--- src/rtl/alu_pkg.sv ---
// Shared types and constants for the slice-serial ALU.
// Op encodings follow {invert_b, func[1:0]}.
package alu_pkg;

  localparam int DEFAULT_SLICE = 4;

  localparam logic [2:0] OP_AND = 3'b000;
  localparam logic [2:0] OP_OR  = 3'b001;
  localparam logic [2:0] OP_ADD = 3'b010;
  localparam logic [2:0] OP_SUB = 3'b110;
  localparam logic [2:0] OP_SLT = 3'b111;

  typedef enum logic [1:0] {
    IDLE,
    BUSY,
    DONE
  } state_t;

  function automatic logic is_sum(input logic [2:0] op);
    return op[1:0] == 2'b10;
  endfunction

  function automatic logic is_slt(input logic [2:0] op);
    return op[1:0] == 2'b11;
  endfunction

endpackage

--- src/rtl/alu_slice.sv ---
// Combinational SLICE-wide ALU bit-slice: ripple adder plus logic ops.
// The adder chain always runs so carry-out is defined for every op.
module alu_slice
  import alu_pkg::*;
#(
  parameter int SLICE = DEFAULT_SLICE
) (
  input  logic [SLICE-1:0] a,
  input  logic [SLICE-1:0] b,
  input  logic             cin,
  input  logic [2:0]       op,
  output logic [SLICE-1:0] res,
  output logic             cout,
  output logic             msb_cin
);

  logic [SLICE-1:0] bx;
  logic [SLICE-1:0] sum;
  logic [SLICE:0]   c;

  always_comb begin
    bx   = op[2] ? ~b : b;
    sum  = '0;
    c    = '0;
    c[0] = cin;
    for (int i = 0; i < SLICE; i++) begin
      sum[i]   = a[i] ^ bx[i] ^ c[i];
      c[i+1]   = (a[i] & bx[i]) | (c[i] & (a[i] ^ bx[i]));
    end
  end

  assign cout    = c[SLICE];
  assign msb_cin = c[SLICE-1];

  // SLT slices pass the raw sum; the MSB fix-up happens at the top.
  always_comb begin
    res = sum;
    unique case (1'b1)
      op[1:0] == 2'b00: res = a & bx;
      op[1:0] == 2'b01: res = a | bx;
      op[1:0] == 2'b10: res = sum;
      op[1:0] == 2'b11: res = sum;
    endcase
  end

endmodule

--- src/rtl/alu_seq.sv ---
// Slice-serial ALU: one alu_slice reused for WIDTH/SLICE cycles,
// then a finalize cycle computes SLT, flags and out_valid.
module alu_seq
  import alu_pkg::*;
#(
  parameter int WIDTH = 16,
  parameter int SLICE = DEFAULT_SLICE
) (
  input  logic             clk,
  input  logic             rst,
  input  logic             in_valid,
  output logic             in_ready,
  input  logic [WIDTH-1:0] a,
  input  logic [WIDTH-1:0] b,
  input  logic [2:0]       op,
  output logic             out_valid,
  input  logic             out_ready,
  output logic [WIDTH-1:0] result,
  output logic             cout,
  output logic             overflow,
  output logic             zero
);

  localparam int N  = WIDTH / SLICE;
  localparam int IW = (N > 1) ? $clog2(N) : 1;
  localparam logic [IW-1:0] LAST = IW'(N - 1);

  state_t           state;
  logic             armed;
  logic [WIDTH-1:0] a_q;
  logic [WIDTH-1:0] b_q;
  logic [2:0]       op_q;
  logic [WIDTH-1:0] res_q;
  logic [IW-1:0]    idx;
  logic             carry;
  logic             msb_c;
  logic             valid_q;
  logic             cout_q;
  logic             ovf_q;
  logic             zero_q;

  logic [31:0]      base;
  logic [SLICE-1:0] s_a;
  logic [SLICE-1:0] s_b;
  logic [SLICE-1:0] s_res;
  logic             s_cout;
  logic             s_msb;
  logic             ovf_raw;
  logic             slt_bit;
  logic [WIDTH-1:0] res_fin;

  always_comb base = 32'(idx) * 32'(SLICE);

  assign s_a = a_q[base +: SLICE];
  assign s_b = b_q[base +: SLICE];

  alu_slice #(
    .SLICE(SLICE)
  ) u_slice (
    .a      (s_a),
    .b      (s_b),
    .cin    (carry),
    .op     (op_q),
    .res    (s_res),
    .cout   (s_cout),
    .msb_cin(s_msb)
  );

  // After the last slice, carry holds the MSB carry-out.
  assign ovf_raw = msb_c ^ carry;
  assign slt_bit = res_q[WIDTH-1] ^ ovf_raw;
  assign res_fin = is_slt(op_q) ? WIDTH'(slt_bit) : res_q;

  // armed keeps in_ready low until the first edge after reset.
  assign in_ready  = (state == IDLE) && armed;
  assign out_valid = valid_q;
  assign result    = res_q;
  assign cout      = cout_q;
  assign overflow  = ovf_q;
  assign zero      = zero_q;

  always_ff @(posedge clk or posedge rst) begin
    if (rst) begin
      state   <= IDLE;
      armed   <= 1'b0;
      a_q     <= '0;
      b_q     <= '0;
      op_q    <= '0;
      res_q   <= '0;
      idx     <= '0;
      carry   <= 1'b0;
      msb_c   <= 1'b0;
      valid_q <= 1'b0;
      cout_q  <= 1'b0;
      ovf_q   <= 1'b0;
      zero_q  <= 1'b0;
    end else begin
      armed <= 1'b1;
      unique case (state)
        IDLE: begin
          if (in_valid && in_ready) begin
            a_q    <= a;
            b_q    <= b;
            op_q   <= op;
            res_q  <= '0;
            idx    <= '0;
            carry  <= op[2];
            msb_c  <= 1'b0;
            cout_q <= 1'b0;
            ovf_q  <= 1'b0;
            zero_q <= 1'b0;
            state  <= BUSY;
          end
        end
        BUSY: begin
          res_q[base +: SLICE] <= s_res;
          carry <= s_cout;
          msb_c <= s_msb;
          idx   <= idx + 1'b1;
          if (idx == LAST) state <= DONE;
        end
        DONE: begin
          if (!valid_q) begin
            res_q   <= res_fin;
            cout_q  <= carry;
            ovf_q   <= is_sum(op_q) & ovf_raw;
            zero_q  <= (res_fin == '0);
            valid_q <= 1'b1;
          end else if (out_ready) begin
            valid_q <= 1'b0;
            state   <= IDLE;
          end
        end
        default: state <= IDLE;
      endcase
    end
  end

endmodule

--- config.mk ---
export PLATFORM = sky130hd
export DESIGN_NAME = alu_seq
export DESIGN_NICKNAME = d
export VERILOG_FILES = /design/src/rtl/alu_pkg.sv /design/src/rtl/alu_slice.sv /design/src/rtl/alu_seq.sv
export SDC_FILE = /design/constraint.sdc
export NUM_CORES = 1
export LEC_CHECK = 0
export BUFFER_PORTS_ARGS = -buffer_cell sky130_fd_sc_hd__buf_2
export CAP_MARGIN = 20
export CORE_MARGIN = 4
export CORE_UTILIZATION = 24
export CTS_CLUSTER_DIAMETER = 100
export DETAILED_ROUTE_END_ITERATION = 16
export GPL_TIMING_DRIVEN = 0
export HOLD_SLACK_MARGIN = 0.03
export SLEW_MARGIN = 20
export SYNTH_ARGS = -nofsm -noshare
export SYNTH_HDL_FRONTEND = slang
export SYNTH_SLANG_ARGS = --single-unit
--- constraint.sdc ---
create_clock -name clk -period 9.1 [get_ports clk]
set_clock_uncertainty 0.2 [all_clocks]
set_input_delay 1.365 -clock clk [delete_from_list [all_inputs] [get_ports clk]]
set_output_delay 1.365 -clock clk [all_outputs]
set_load 0.02 [all_outputs]
==> run_results.csv <==
group,metric,value,unit
status,run_status,"complete, no violations",
cells_and_area,final_common_cell,"sky130_fd_sc_hd__buf_2",
timing,finalWorstPathRequiredPeriod,3.86,ns
detailed_routing,final_routed_drc_violation_total,0,
cells_and_area,final_cell_utilization_of_the_core,30.2,%
global_route,grt_pass1_wl,13.5,mm
worst_setup_path,worst-endpoint-required,9.16,ns
clock_tree,clk_pin_slew_worst_paths,0.05,ns
timing,final-hold-violation-count,0,
global_route,vias_in_the_first_global_route,2519,
hold_path,min_delay_path_depth,1,
detailed_routing,route.vias.total,2322,
clock_tree,cts-resized-gates,0,
floorplan,die-height,126,µm
cells_and_area,fin_cells,523,
worst_setup_path,crit_path_cell_trace,"buf_6 > mux4_2 > fa_1 > fa_1 > inv_1 > fa_1 > fa_1 > mux2i_1 > a32o_1",
floorplan,top_level_port_count,60,
worst_setup_path,critical-path-top-cell-by-count,"sky130_fd_sc_hd__fa_1",
timing,slew_violations,0,
logic_synthesis,yosysSeqAreaShare,46.1,%
power,switching_share,41.1,%
timing,worst-slew-pin-transition,0.777,ns
timing,fmaxAchievable,259,MHz
detailed_routing,drt-pass1-iter-count,4,
placed_design,dpl.cell_count,507,
logic_synthesis,dominant_combinational_cell_family_by_area_after_synthesis,"multiplexers",
clock_tree,tritoncts,"yes",
logic_synthesis,postSynthCellCount,267,
logic_synthesis,async_flop_share,100,%
power,power.switching,640,µW
detailed_routing,detail_route.wirelength,8.05,mm
floorplan,placeableCoreArea,13800,µm²
worst_setup_path,crit_arrival,3.92,ns
timing,worst_slack,5.24,ns
power,power_frac_comb,51.3,%
worst_setup_path,timing.critical_path.slowest_stage_cell,"sky130_fd_sc_hd__mux4_2",
logic_synthesis,synthesis.area_per_instance,12.6,µm²
logic_synthesis,yosys.area_share.simple,8.66,%
global_route,grt_start_max_net_pins,45,
logic_synthesis,synth.area.mux_share,19.0,%
worst_setup_path,ff2ff_path_depth,9,
power,p_int,916,µW
placed_design,finalWeightedCongestion,0.784,
detailed_routing,vias_per_cell,4.44,
clock_tree,numClockSinks,62,
global_route,leftover_overflow_at_the_end_of_global_routing,0,
global_route,globalRouteTotalUtil,10.8,%
placed_design,pre_cts_slack,5.23,ns
clock_tree,clock_insertion_delay_worst_skew,0.33,ns
timing,max_slew_margin,47.6,%
floorplan,dieArea,16000,µm²
cells_and_area,final_net_count,399,
hold_path,worstHoldStart,"b_q[7]",
timing,report.final.setup_viol,0,
timing,rsz0062_at_grt,"false",
power,vdd_ir_drop_max,0.160,mV
detailed_routing,drt_iter0_markers,135,
cells_and_area,antennaDiodeCount,0,
logic_synthesis,postSynth.topFlopCell,"sky130_fd_sc_hd__dfrtp_1",
clock_tree,setup_fix_buffers_added_after_clock_tree_synthesis,0,
power,total_leakage_power,0.00197,µW
logic_synthesis,synth_enable_flop_cells,0,
logic_synthesis,synth.net_count,328,
floorplan,start_util,24.3,%
logic_synthesis,area_fraction_in_compound_gates_after_synthesis,10.3,%
floorplan,row_count,43,
cells_and_area,layout_common_cells,"sky130_fd_sc_hd__buf_2 (65), sky130_fd_sc_hd__dfrtp_1 (62), sky130_fd_sc_hd__mux2_2 (36)",
power,power.clock.fraction,19.8,%
worst_setup_path,reg2reg_setup_slack,5.24,ns
logic_synthesis,syn_area,3360,µm²
worst_setup_path,crit_path_start,"idx[0]",
worst_setup_path,worstPathMaxFanout,10,
clock_tree,cts-htree-levels,3,
clock_tree,num_cts_buffers,9,
cells_and_area,area_growth,24.1,%
power,seq_power_share,28.9,%
logic_synthesis,synth_fa_ha_area_share,9.07,%
global_route,antenna_found_initial,0,
placed_design,dpl.hpwl,6.30,mm
floorplan,die_w,126,µm
worst_setup_path,worstSetupPathType,"flop to flop",
logic_synthesis,unique_masters_post_synth,45,
hold_path,timing.hold.worst.class,"flop to flop",
logic_synthesis,yosysWarningCount,0,
worst_setup_path,worstReg2RegStart,"idx[0]",
worst_setup_path,slowest_delay,0.58,ns
detailed_routing,wire_per_inst,15.4,µm
logic_synthesis,synth_area_in_xor_xnor,2.01,%
logic_synthesis,ys_seq_elements,62,
timing,tns,0,ns
timing,final_min_period_over_clock_period,42.4,%
clock_tree,cts.path.max_buffers,2,
clock_tree,post_cts_hold_buffer_count,0,
worst_setup_path,worstSetupStartpointType,"flop",
cells_and_area,ratio_of_cells_with_drive_above_1_in_the_final_layout,41.1,%
run,number_of_maximum_capacitance_violations,0,
placed_design,port_buffers,59,
worst_setup_path,worst_r2r_endpoint,"result[3]",
detailed_routing,ant_nets,0,
power,power_density,373,nW/µm²
worst_setup_path,endpoint_kind,"flop",
hold_path,min_to,"b_q[7]",
clock_tree,ctsRootBufferMaster,"sky130_fd_sc_hd__clkbuf_16",
-- through the flow --
| step | total power, µW | area (µm²) | hold WS (ns) |
|---|---|---|---|
| 6_report | 1560 | 4180 | 0.301 |
| 5_1_grt | 1700 | 4180 | 0.318 |
| 4_1_cts | 1580 | 4180 | 0.305 |
| 3_5_place_dp | 1260 | 3910 | 0.290 |
| 3_3_place_gp | 1220 | 3880 | 0.284 |
| 2_1_floorplan | 1030 | 3360 | 0.272 |
-- cell type report --
class / count / area, µm²
Sequential cell: 62 / 1550
Fill cell: 1388 / 9650
Inverter: 17 / 66.3
Buffer: 13 / 93.8
Clock inverter: 4 / 22.5
Tap cell: 180 / 225
Clock buffer: 12 / 246
Timing Repair Buffer: 60 / 315
Multi-Input combinational cell: 175 / 1660
-- cell usage after synthesis, types with 2 or more instances --
master,n,share of area [%]
sky130_fd_sc_hd__dfrtp_1,62,46
sky130_fd_sc_hd__mux2_2,36,12
sky130_fd_sc_hd__nand2_1,22,2.5
sky130_fd_sc_hd__ha_1,18,6.7
sky130_fd_sc_hd__inv_1,17,1.9
sky130_fd_sc_hd__o21ai_0,15,2.2
sky130_fd_sc_hd__a22o_1,9,2.3
sky130_fd_sc_hd__mux4_2,7,4.7
sky130_fd_sc_hd__buf_2,6,0.89
sky130_fd_sc_hd__buf_6,5,1.7
sky130_fd_sc_hd__mux2i_1,5,1.5
sky130_fd_sc_hd__nor2b_1,5,0.93
sky130_fd_sc_hd__xor2_1,5,1.3
sky130_fd_sc_hd__a22o_2,4,1.2
sky130_fd_sc_hd__a32o_1,4,1.2
sky130_fd_sc_hd__fa_1,4,2.4
sky130_fd_sc_hd__a21oi_1,3,0.45
sky130_fd_sc_hd__and3_1,3,0.56
sky130_fd_sc_hd__nor2_1,3,0.33
sky130_fd_sc_hd__nor4_1,3,0.56
sky130_fd_sc_hd__a211oi_1,2,0.45
sky130_fd_sc_hd__a31oi_1,2,0.37
sky130_fd_sc_hd__clkbuf_1,2,0.22
sky130_fd_sc_hd__nand2b_1,2,0.37
sky130_fd_sc_hd__nand4_1,2,0.37
sky130_fd_sc_hd__nor3_1,2,0.30
-- routing by layer --
metal / GRT usage [%] / wire, µm / vias up
li1: - / - / 1108
met1: 13.3 / 3370 / 1146
met2: 18.1 / 4100 / 60
met5: 0 / 0 / -
met4: 3.09 / 85 / 0
met3: 3.92 / 492 / 8
-- cells by family after synthesis --
kind of cell / count (synthesis)
buffers and inverters: 30
other: 1
XOR/XNOR: 6
flip-flops: 62
AO/OA/AOI/OAI: 46
AND/OR/NAND/NOR: 51
adder cells (fa/ha/maj): 22
multiplexers: 49
-- power groups by stage --
stage | combinational, µW | clock, µW | sequential, µW
finish | 799 | 309 | 449
global route | 902 | 329 | 465
CTS | 809 | 317 | 452
detailed placement | 807 | 0 | 455
global placement | 769 | 0 | 446
floorplan | 584 | 0 | 444
-- how the worst max path moves through the flow --
stage	end	slack (ns)	cells after the start
4_1_cts	result[3]	5.21	9
3_5_place_dp	result[3]	5.23	9
5_1_grt	result[3]	5.02	9
6_report	result[3]	5.24	9
2_1_floorplan	result[3]	5.80	9
3_3_place_gp	a_q[9]	5.25	2
-- registers in the layout, indices dropped and copies added, names as in the netlist, 2 cells and up --
| register | flops |
|---|---|
| op_q | 3 |
| a_q | 16 |
| result | 16 |
| b_q | 16 |
| state | 2 |
| idx | 2 |
-- worst max-delay path, delay by kind of cell, from the launching register on --
kind                       cells  cell delay (ns)
DFF                            1             0.49
adders and majority gates      4             1.49
AOI/OAI and AO/OA              1             0.24
muxes                          2             1.05
buffers and inverters          2             0.31
Power figures use the tool's default switching activity.
